<file path="config.mk">
export PLATFORM = sky130hd
export DESIGN_NAME = cpu_fetch_queue_flat
export DESIGN_NICKNAME = d
export VERILOG_FILES = /design/src/rtl/cpu_fetch_queue_pkg.sv /design/src/rtl/cpu_fetch_queue_if.sv /design/src/rtl/cpu_fetch_queue_fetch_fifo.sv /design/src/rtl/cpu_fetch_queue.sv /design/src/flat_wrapper.sv
export SDC_FILE = /design/constraint.sdc
export NUM_CORES = 1
export LEC_CHECK = 0
export CAP_MARGIN = 10
export CORE_UTILIZATION = 25
export DETAILED_ROUTE_END_ITERATION = 16
export PLACE_DENSITY = 0.39
export SLEW_MARGIN = 15
export SYNTH_ARGS = -nofsm -noshare
export SYNTH_HDL_FRONTEND = slang
export SYNTH_SLANG_ARGS = --single-unit
</file>
<file path="constraint.sdc">
create_clock -name clk -period 5.8 [get_ports clk]
set_clock_uncertainty 0.05 [all_clocks]
set_input_delay 0.58 -clock clk [delete_from_list [all_inputs] [get_ports clk]]
set_output_delay 0.58 -clock clk [all_outputs]
set_load 0.01 [all_outputs]
</file>
<file path="src/rtl/cpu_fetch_queue_pkg.sv">
// Shared types for the fetch stage: FSM state encoding and the queued entry layout.
package cpu_fetch_queue_pkg;

  typedef enum logic [1:0] {
    FETCH,
    DISCARD,
    WAIT_ROOM
  } fetch_state_t;

  // Entry layout for the default 16-bit configuration; wider builds pack a flat vector.
  typedef struct packed {
    logic [15:0] instr;
    logic [15:0] pc;
    logic [15:0] pc_inc;
    logic        pred_taken;
  } fetch_entry_t;

  localparam int FETCH_ENTRY_W = $bits(fetch_entry_t);

endpackage

</file>
<file path="src/rtl/cpu_fetch_queue_if.sv">
// Bundle of I-cache, predictor, redirect and decode-side signals of the fetch stage.
interface cpu_fetch_queue_if #(
  parameter int ADDR_W  = 16,
  parameter int INSTR_W = 16
);
  logic [ADDR_W-1:0]  i_address;
  logic               i_read;
  logic [INSTR_W-1:0] i_rdata;
  logic               i_mem_resp;
  logic               bp_taken;
  logic [ADDR_W-1:0]  bp_target;
  logic               trap_redirect;
  logic [ADDR_W-1:0]  trap_target;
  logic               mis_redirect;
  logic [ADDR_W-1:0]  mis_target;
  logic               out_valid;
  logic               out_ready;
  logic [INSTR_W-1:0] out_instr;
  logic [ADDR_W-1:0]  out_pc;
  logic [ADDR_W-1:0]  out_pc_inc;
  logic               out_pred_taken;

  modport master (
    output i_address, i_read, out_valid, out_instr, out_pc, out_pc_inc, out_pred_taken,
    input  i_rdata, i_mem_resp, bp_taken, bp_target, trap_redirect, trap_target,
           mis_redirect, mis_target, out_ready
  );

  modport slave (
    input  i_address, i_read, out_valid, out_instr, out_pc, out_pc_inc, out_pred_taken,
    output i_rdata, i_mem_resp, bp_taken, bp_target, trap_redirect, trap_target,
           mis_redirect, mis_target, out_ready
  );
endinterface

</file>
<file path="src/rtl/cpu_fetch_queue_fetch_fifo.sv">
// Synchronous circular FIFO with flush; flush wins over push and pop on the same edge.
module cpu_fetch_queue_fetch_fifo #(
  parameter int WIDTH = 49,
  parameter int DEPTH = 4
) (
  input  logic                   clk,
  input  logic                   reset_n,
  input  logic                   flush_i,
  input  logic                   push_i,
  input  logic                   pop_i,
  input  logic [WIDTH-1:0]       wdata_i,
  output logic [WIDTH-1:0]       rdata_o,
  output logic                   valid_o,
  output logic [$clog2(DEPTH):0] count_o
);
  localparam int PW = $clog2(DEPTH);
  localparam logic [PW:0] FULL = (PW+1)'(DEPTH);

  logic [WIDTH-1:0] mem_q [DEPTH];
  logic [PW-1:0]    head_q, tail_q;
  logic [PW:0]      count_q;
  logic             do_push, do_pop;

  assign do_push = push_i & (count_q != FULL);
  assign do_pop  = pop_i & (count_q != '0);

  always_ff @(posedge clk or negedge reset_n) begin
    if (!reset_n) begin
      head_q  <= '0;
      tail_q  <= '0;
      count_q <= '0;
    end else if (flush_i) begin
      head_q  <= '0;
      tail_q  <= '0;
      count_q <= '0;
    end else begin
      if (do_push) tail_q <= tail_q + PW'(1);
      if (do_pop)  head_q <= head_q + PW'(1);
      count_q <= count_q + (PW+1)'(do_push) - (PW+1)'(do_pop);
    end
  end

  // Storage carries no reset; the consumer qualifies it with valid_o.
  always_ff @(posedge clk) begin
    if (do_push && !flush_i) mem_q[tail_q] <= wdata_i;
  end

  assign rdata_o = mem_q[head_q];
  assign valid_o = (count_q != '0);
  assign count_o = count_q;

endmodule

</file>
<file path="src/rtl/cpu_fetch_queue.sv">
// Fetch stage: PC/redirect FSM feeding a prefetch queue that decouples I-cache from decode.
module cpu_fetch_queue
  import cpu_fetch_queue_pkg::*;
#(
  parameter int                ADDR_W      = 16,
  parameter int                INSTR_W     = 16,
  parameter int                INSTR_BYTES = 2,
  parameter int                DEPTH       = 4,
  parameter logic [ADDR_W-1:0] RESET_PC    = '0
) (
  input logic              clk,
  input logic              reset_n,
  cpu_fetch_queue_if.master bus
);
  localparam int                CW     = $clog2(DEPTH) + 1;
  localparam int                EW     = INSTR_W + 2*ADDR_W + 1;
  localparam logic [ADDR_W-1:0] PC_INC = ADDR_W'(INSTR_BYTES);
  localparam logic [CW-1:0]     FULL   = CW'(DEPTH);

  fetch_state_t      state_q, state_d;
  logic [ADDR_W-1:0] pc_q, pc_d, redir_pc_q, redir_pc_d;
  logic [ADDR_W-1:0] target, pc_plus;
  logic              redir, push, pop, head_valid, i_read;
  logic [CW-1:0]     count, count_next;
  logic [EW-1:0]     wdata, rdata;

  assign redir      = bus.trap_redirect | bus.mis_redirect;
  assign target     = bus.trap_redirect ? bus.trap_target : bus.mis_target;
  assign pc_plus    = pc_q + PC_INC;
  assign push       = (state_q == FETCH) & bus.i_mem_resp & ~redir;
  assign pop        = head_valid & bus.out_ready & ~redir;
  assign count_next = count + CW'(push) - CW'(pop);
  assign wdata      = {bus.i_rdata, pc_q, pc_plus, bus.bp_taken};

  cpu_fetch_queue_fetch_fifo #(
    .WIDTH (EW),
    .DEPTH (DEPTH)
  ) u_fifo (
    .clk     (clk),
    .reset_n (reset_n),
    .flush_i (redir),
    .push_i  (push),
    .pop_i   (pop),
    .wdata_i (wdata),
    .rdata_o (rdata),
    .valid_o (head_valid),
    .count_o (count)
  );

  always_ff @(posedge clk or negedge reset_n) begin
    if (!reset_n) begin
      state_q    <= FETCH;
      pc_q       <= RESET_PC;
      redir_pc_q <= '0;
    end else begin
      state_q    <= state_d;
      pc_q       <= pc_d;
      redir_pc_q <= redir_pc_d;
    end
  end

  // pc_q only moves on a response so the outstanding request address stays stable.
  always_comb begin
    state_d    = state_q;
    pc_d       = pc_q;
    redir_pc_d = redir_pc_q;
    i_read     = 1'b0;
    case (state_q)
      FETCH: begin
        i_read = 1'b1;
        if (bus.i_mem_resp) begin
          if (redir) begin
            pc_d = target;
          end else begin
            pc_d = bus.bp_taken ? bus.bp_target : pc_plus;
            if (count_next == FULL) state_d = WAIT_ROOM;
          end
        end else if (redir) begin
          redir_pc_d = target;
          state_d    = DISCARD;
        end
      end
      DISCARD: begin
        i_read = 1'b1;
        if (bus.i_mem_resp) begin
          pc_d    = redir ? target : redir_pc_q;
          state_d = FETCH;
        end else if (redir) begin
          redir_pc_d = target;
        end
      end
      WAIT_ROOM: begin
        if (redir) begin
          pc_d    = target;
          state_d = FETCH;
        end else if (count_next != FULL) begin
          state_d = FETCH;
        end
      end
      default: state_d = FETCH;
    endcase
  end

  assign bus.i_read    = i_read;
  assign bus.i_address = pc_q;
  assign bus.out_valid = head_valid;
  assign {bus.out_instr, bus.out_pc, bus.out_pc_inc, bus.out_pred_taken} =
         head_valid ? rdata : '0;

endmodule

</file>
<file path="src/flat_wrapper.sv">
// flat-port wrapper written by rule: the top's interface ports become plain ports
module cpu_fetch_queue_flat import cpu_fetch_queue_pkg::*;
#(
  parameter int                ADDR_W      = 16,
  parameter int                INSTR_W     = 16,
  parameter int                INSTR_BYTES = 2,
  parameter int                DEPTH       = 4,
  parameter logic [ADDR_W-1:0] RESET_PC    = '0
)
  (clk, reset_n, bus_i_address, bus_i_read, bus_out_valid, bus_out_instr, bus_out_pc, bus_out_pc_inc, bus_out_pred_taken, bus_i_rdata, bus_i_mem_resp, bus_bp_taken, bus_bp_target, bus_trap_redirect, bus_trap_target, bus_mis_redirect, bus_mis_target, bus_out_ready);
  cpu_fetch_queue_if #(.ADDR_W(ADDR_W), .INSTR_W(INSTR_W)) bus_i ();
  input logic clk;
  input logic reset_n;
  output wire logic [$bits(bus_i.i_address)-1:0] bus_i_address;
  output wire logic [$bits(bus_i.i_read)-1:0] bus_i_read;
  output wire logic [$bits(bus_i.out_valid)-1:0] bus_out_valid;
  output wire logic [$bits(bus_i.out_instr)-1:0] bus_out_instr;
  output wire logic [$bits(bus_i.out_pc)-1:0] bus_out_pc;
  output wire logic [$bits(bus_i.out_pc_inc)-1:0] bus_out_pc_inc;
  output wire logic [$bits(bus_i.out_pred_taken)-1:0] bus_out_pred_taken;
  input wire logic [$bits(bus_i.i_rdata)-1:0] bus_i_rdata;
  input wire logic [$bits(bus_i.i_mem_resp)-1:0] bus_i_mem_resp;
  input wire logic [$bits(bus_i.bp_taken)-1:0] bus_bp_taken;
  input wire logic [$bits(bus_i.bp_target)-1:0] bus_bp_target;
  input wire logic [$bits(bus_i.trap_redirect)-1:0] bus_trap_redirect;
  input wire logic [$bits(bus_i.trap_target)-1:0] bus_trap_target;
  input wire logic [$bits(bus_i.mis_redirect)-1:0] bus_mis_redirect;
  input wire logic [$bits(bus_i.mis_target)-1:0] bus_mis_target;
  input wire logic [$bits(bus_i.out_ready)-1:0] bus_out_ready;
  assign bus_i_address = bus_i.i_address;
  assign bus_i_read = bus_i.i_read;
  assign bus_out_valid = bus_i.out_valid;
  assign bus_out_instr = bus_i.out_instr;
  assign bus_out_pc = bus_i.out_pc;
  assign bus_out_pc_inc = bus_i.out_pc_inc;
  assign bus_out_pred_taken = bus_i.out_pred_taken;
  assign bus_i.i_rdata = bus_i_rdata;
  assign bus_i.i_mem_resp = bus_i_mem_resp;
  assign bus_i.bp_taken = bus_bp_taken;
  assign bus_i.bp_target = bus_bp_target;
  assign bus_i.trap_redirect = bus_trap_redirect;
  assign bus_i.trap_target = bus_trap_target;
  assign bus_i.mis_redirect = bus_mis_redirect;
  assign bus_i.mis_target = bus_mis_target;
  assign bus_i.out_ready = bus_out_ready;
  cpu_fetch_queue #(.ADDR_W(ADDR_W), .INSTR_W(INSTR_W), .INSTR_BYTES(INSTR_BYTES), .DEPTH(DEPTH), .RESET_PC(RESET_PC)) u_core (.clk(clk), .reset_n(reset_n), .bus(bus_i));
endmodule
</file>
== After elaboration in Yosys (flattened, before gate mapping) ==
Memories as Yosys holds them, arrays and structs flattened.
Cells that the tools add are included.

* Register bits: 41
* RAM bits: 196
* Word-level logic and storage cells: 71
* Memories: 1

{| class="wikitable"
|+ Memories
! name !! depth !! width !! rd ports !! clocked after Yosys merged registers in !! write ports !! line !! text
|-
| u_core.u_fifo.mem_q || 4 || 49 || 1 || 0 || 1 || cpu_fetch_queue_fetch_fifo.sv:19 || <nowiki>logic [WIDTH-1:0] mem_q [DEPTH];</nowiki>
|}

* Add/subtract/negate cells: 7
* Equality and inequality tests: 12
* Mux-type cells: 25
* Bitwise logic cells: 9
* Reductions and logical operators: 11

{| class="wikitable"
|+ Operators by type and width
! kind !! number
|-
| $mux 16 || 7
|-
| $mux 49 || 1
|-
| $pmux 16 s3 || 1
|-
| $mux 2 || 11
|-
| $add 16x2->16 const B || 1
|-
| $ne 3x3->1 const B || 3
|-
| $add 3x1->3 || 2
|-
| $and 1x1->1 || 6
|-
| $ne 3x2->1 const B || 2
|-
| $pmux 2 s3 || 1
|-
| $reduce_bool 3->1 || 2
|-
| $sub 3x1->3 || 2
|-
| $reduce_and 5->1 || 1
|-
| $add 2x1->2 const B || 2
|-
| $ne 2x2->1 const B || 2
|-
| $reduce_and 4->1 || 1
|-
| $reduce_bool 2->1 || 2
|-
| $eq 3x3->1 const B || 1
|-
| $mux 1 || 3
|-
| $mux 3 || 1
|-
| $ne 3x1->1 const B || 1
|-
| $eq 2x1->1 const B || 1
|-
| $eq 2x2->1 const B || 1
|-
| $logic_not 2->1 || 1
|-
| 7 further kinds || 8
|}

== Logic depth before layout (Yosys ltp) ==
* Depth after elaboration: 10
* Gate-level depth with buffers: 13

== Hierarchy ==
Synthesis repeated with hierarchy kept, for this count alone.

* Cells, all modules: 730
* Area total of the unflattened synthesis: 11023.1 um2

{| class="wikitable"
|+ By module, submodules not included
! module !! instances !! cells an instance !! area each (um2) !! sequential area each (um2)
|-
| cpu_fetch_queue_fetch_fifo || 1 || 303 || 7598.5 || 6060.8
|-
| cpu_fetch_queue || 1 || 427 || 3424.5 || 850.8
|}

== Least setup slack after synthesis ==
Ideal clock, no wire load.

* Path kind: in2reg
* Start point: input port bus_mis_redirect
* End point: memory u_core.u_fifo.mem_q[0][0], enable pin
* Setup time: 0.410 ns
* Data arrival time: 2.692 ns
* Slack: 2.648 ns
* Cell stages on the path: 5
* Buffers on the path: 2
* Path through: buf_2 or2_1 clkbuf_1 a211oi_2 and2_1

* Longest elaborated chain between the ends: 7
* Elaborated cells between the ends (all ways): 8
* Classes of those cells: mux: 2; bitwise: 4; reduce/logical: 2

{| class="wikitable"
|+ Ends and longest elaborated chain
! what !! line !! text
|-
| from (decl) || flat_wrapper.sv:27 || <nowiki>input wire logic [$bits(bus_i.mis_redirect)-1:0] bus_mis_redirect;</nowiki>
|-
| $or 1x1->1 * || cpu_fetch_queue.sv:27 || <nowiki>assign redir = bus.trap_redirect | bus.mis_redirect;</nowiki>
|-
| $not 1->1 || cpu_fetch_queue.sv:30 || <nowiki>assign push = (state_q == FETCH) & bus.i_mem_resp & ~redir;</nowiki>
|-
| $and 1x1->1 || cpu_fetch_queue.sv:30 ||
|-
| $and 1x1->1 || cpu_fetch_queue_fetch_fifo.sv:24 || <nowiki>assign do_push = push_i & (count_q != FULL);</nowiki>
|-
| $logic_and 1x1->1 * || cpu_fetch_queue_fetch_fifo.sv:45 || <nowiki>if (do_push && !flush_i) mem_q[tail_q] <= wdata_i;</nowiki>
|-
| $mux 1 * || cpu_fetch_queue_fetch_fifo.sv:45 ||
|-
| $mux 1 (not written as such) * || cpu_fetch_queue_fetch_fifo.sv:45 ||
|-
| to (decl) || cpu_fetch_queue_fetch_fifo.sv:19 ||
|}

Mark *: on every way between the ends. The rest lies on a longest branch, timed or not.

== Final worst setup path ==
* Start point: register u_core.u_fifo.head_q[0]
* End point: output port bus_out_pc_inc[1]

* Longest elaborated chain between the ends: 2

{| class="wikitable"
|+ Ends and longest elaborated chain
! what !! line !! text
|-
| from (decl) || cpu_fetch_queue_fetch_fifo.sv:20 || <nowiki>logic [PW-1:0] head_q, tail_q;</nowiki>
|-
| from (signal assigned) || cpu_fetch_queue_fetch_fifo.sv:38 || <nowiki>if (do_pop) head_q <= head_q + PW'(1);</nowiki>
|-
| $mem_v2 4x49 || n/a ||
|-
| $mux 49 || cpu_fetch_queue.sv:108 || <nowiki>head_valid ? rdata : '0;</nowiki>
|-
| to (decl) || flat_wrapper.sv:19 || <nowiki>output wire logic [$bits(bus_i.out_pc_inc)-1:0] bus_out_pc_inc;</nowiki>
|}

Every way passes these cells.

==> qor_table.md <==
| Item | Value |
|:---|:---|
| Run status | complete, no violations |
| Cell types occupying the most area after synthesis | sky130_fd_sc_hd__edfxtp_1 (53%), sky130_fd_sc_hd__mux4_2 (9.9%), sky130_fd_sc_hd__dfrtp_1 (9.4%) |
| CTS Hold Buffers Added | 0 |
| Setup repair after global routing missed its margin | no |
| Overall track demand over capacity in global routing | 13.5% |
| Worst setup slack after placement | 1.74 ns |
| Maximum number of buffers from clock root to sink | 3 |
| Nets in the synthesized netlist | 818 |
| Ratio of cells with drive above 1 in the final layout | 16.2% |
| GRT met1 Usage | 19.6% |
| Row Count | 76 |
| Power density over the cells | 382 mW/mm^2 |
| Number of antenna violations at the first check in global routing | 0 |
| Number of max-slew violations in the final report | 0 |
| Most frequent cells after synthesis | sky130_fd_sc_hd__edfxtp_1 (192), sky130_fd_sc_hd__and2_1 (56), sky130_fd_sc_hd__mux4_2 (48), sky130_fd_sc_hd__dfrtp_1 (41), sky130_fd_sc_hd__nor2_1 (38) |
| Fraction of the mapped netlist area in simple logic gates | 9.50% |
| Relative max-transition margin | 39.1% |
| Number of inserted diodes | 0 |
| Die area | 0.0444 mm^2 |
| P&R area growth vs syn | 27.2% |
| Buffers inserted by post-CTS timing repair | 0 |
| Die span in x | 211 um |
| Final critical-path share of the clock period | 65.7% |
| Final Wtd Congestion | 0.716 |
| Worst Path Max Fanout | 36 |
| Worst hold slack across all endpoints | 0.0771 ns |
| Number of buffers and inverters on the critical path | 2 |
| Total half-perimeter wirelength after legalization and detailed placement | 19.5 mm |
| Mean number of vias per cell | 4.52 |
| Max VDD drop | 0.000206 V |
| CP Capture Type | output port |
| Worst path cell trace | buf_4 -> mux4_2 -> and2_1 -> clkdlybuf4s50_1 |
| Met3 Track Usage GR | 2.05% |
| First-pass GRT wire length | 45.0 mm |
| Number of DRC markers after the initial detailed-route iteration | 525 |
| Number of inserted filler cells in the final layout | 4312 |
| Starting density of the core | 25.3% |
| Peak Freq | 0.262 GHz |
| Post-Place Cell Area | 0.0129 mm^2 |
| Maximum number of pins on one net before global-route repair | 56 |
| Chip height | 211 um |
| Final-report hold violation count | 0 |
| Count of buffers from port buffering | 137 |
| Startpoint kind of the worst setup timing path | flip-flop |
| Average instance area after synthesis | 14.9 um^2 |
| Count of unresolved DRC violations after routing | 0 |
| Required time of the critical path | 5.17 ns |
| 1st-pass router iterations | 5 |
| Total standard cell area after synthesis | 0.0109 mm^2 |
| Post-Layout Inst Area | 0.0139 mm^2 |
| I/O pins | 138 |
| Cell type with the highest aggregate area in the netlist | sky130_fd_sc_hd__edfxtp_1 |
| Clock sinks | 233 |
| Minimum clock period | 3.81 ns |
| Post-synthesis share of cell area spent on full adders, half adders and majority gates | 1.86% |
| Number of buffers added by the clock tree synthesis step | 27 |
| Layer with the highest usage after global routing | met2 |
| Clock transition time at the flip-flop clock pins of the worst setup and hold paths | 0.06 ns |
| CTS tree | built |
| Dominant combinational cell family by area after synthesis | multiplexers |
| Final Net Count | 950 |
| Data arrival at the endpoint of the critical path | 3.18 ns |
| Syn Inst Count | 732 |
| Type of the most critical hold path | in2async |
| Post-synth EDFFs | 192 |
| Post-Route Setup TNS | 0 ns |
| Post-layout worst setup margin | 1.99 ns |
| Static leakage | 4.65 nW |
| Critical Setup Path Class | reg2out |
| Post-synthesis sequential element count | 233 |
| Number of cells on the critical path | 4 |
| Instance count after placement with tap cells included | 1420 |
| # Max-Cap Violations | 0 |
| Depth of the worst register-to-register path | 11 |
| Count of instances resized after the clock tree is built | 0 |
| Cell variety after synth | 72 |
| Proportion of register bits with asynchronous set or reset after synthesis | 17.6% |
| Routed WL per cell | 20.4 um |
| Remaining global-route overflow | 0 |
| Category of cells accounting for the largest share of critical-path delay | flip-flops |
| Pin slew with the least headroom to its limit | 0.913 ns |
| Crit path largest cell delay | 0.95 ns |
| Drt total wl | 29.9 mm |
| Post-synthesis compound-gate area fraction | 8.75% |
| Yosys top cell area share | 52.9% |
| Floorplan Core Area | 0.0431 mm^2 |
| Via count of the routed design | 6646 |
| Post-route insts no fill | 1470 |
| H-Tree Depth | 1 |
| Root Buffer | sky130_fd_sc_hd__clkbuf_16 |
| Library cell with the highest instance count after synthesis | sky130_fd_sc_hd__edfxtp_1 |
| Met2 routing resource usage after global routing | 21.3% |
| Antenna-violating nets left | 0 |
| Share of synthesized area occupied by flip-flops and latches | 62.3% |
| Share of synthesized area spent on multiplexers | 13.0% |
| Synth warn | 0 |
| Final-report setup violation count | 0 |
| Cell with the largest stage delay on the worst path | sky130_fd_sc_hd__dfrtp_4 |
| Top_reg_cell synth | sky130_fd_sc_hd__edfxtp_1 |
| Fraction of synthesized cell area in xor and xnor cells | 1.25% |
| Number of global-route vias before repair | 6851 |
| Insertion delay to the later sink of the worst-skew pair | 0.54 ns |
## routing by layer
metal	wire, um	up-vias
met2	13700	162
met3	1190	29
met4	428	0
met5	0	-
li1	-	3108
met1	14600	3347
## layout by cell type, fill, tap and decap left out, drive strengths merged, types with 13 or more instances in the layout
| cell type | Yosys | routed |
|---|---|---|
| a21oi | 21 | 21 |
| and2 | 56 | 56 |
| buf | 33 | 19 |
| clkbuf | 18 | 32 |
| clkdlybuf4s50 | 0 | 135 |
| dfrtp | 41 | 41 |
| edfxtp | 192 | 192 |
| ha | 13 | 13 |
| inv | 26 | 27 |
| mux2i | 20 | 20 |
| mux4 | 48 | 48 |
| nand2 | 32 | 32 |
| nor2 | 38 | 38 |
| o21ai | 20 | 20 |
## power breakdown
part	leakage, nW	total [mW]	switching [mW]	internal (mW)
Combinational	1.94	1.04	0.585	0.457
Sequential	2.23	2.37	0.269	2.10
Clock	0.482	1.89	0.696	1.19
Total	4.65	5.30	1.55	3.75
## flip-flops by register name, indices dropped and copies added, names as in the netlist
signal and flops:
u_core.u_fifo.mem_q 192, u_core.bus.i_address 16, u_core.redir_pc_q 16, u_core.u_fifo.count_o 3
u_core.state_q 2, u_core.u_fifo.head_q 2, u_core.u_fifo.tail_q 2
## stage by stage
step | utilization [%] | power, mW
after floorplan | - | 2.92
after global placement | 29.9 | 3.45
after detailed placement | 29.9 | 3.46
after CTS | 32.2 | 5.37
after global routing | 32.2 | 5.55
final | 32.2 | 5.30
## logic make-up (layout without fill, tap and decap cells)
family / count (synthesis) / in the layout
xor gates and xnor gates: 14 / 14
muxes: 80 / 80
buffers and inverters: 77 / 230
DFF: 233 / 233
adders and majority gates: 15 / 15
and+or+nand+nor: 187 / 187
AOI/OAI and AO/OA: 126 / 126
## final cells by class
class,instances,area [um^2],share of cell area [%]
Sequential cell,233,6800,49.0
Inverter,26,97.6,0.704
Clock buffer,32,714,5.15
Tap cell,585,732,5.28
Timing Repair Buffer,154,1490,10.7
Multi-Input combinational cell,422,3750,27.1
Clock inverter,18,285,2.06
## worst register-to-register path: cells and delay by family, from the launching register on
family	cells	cell delay (ns)
flip-flops	1	0.47
AND/OR/NAND/NOR	4	1.44
buffers and inverters	1	0.04
AO/OA/AOI/OAI	2	0.37
XOR/XNOR	1	0.18
adder cells (fa/ha/maj)	3	0.84
## worst paths after layout
check / endpoint / from / slack [ns]
setup / recovery: bus_out_pc_inc[1] / u_core.u_fifo.head_q[0]$_DFFE_PN0P_ / 1.99
hold / removal: u_core.redir_pc_q[12]$_DFFE_PN0P_ / reset_n / 0.08
setup reg to reg: u_core.state_q[1]$_DFFE_PN0P_ / u_core.u_fifo.count_o[1]$_DFF_PN0_ / 2.31
hold reg to reg: u_core.redir_pc_q[1]$_DFFE_PN0P_ / u_core.redir_pc_q[1]$_DFFE_PN0P_ / 0.43
max in group asynchronous: u_core.u_fifo.head_q[0]$_DFFE_PN0P_ / reset_n / 5.15
min in group clk: u_core.redir_pc_q[1]$_DFFE_PN0P_ / u_core.redir_pc_q[1]$_DFFE_PN0P_ / 0.43
Note: power is estimated with default switching activity, not from simulation.
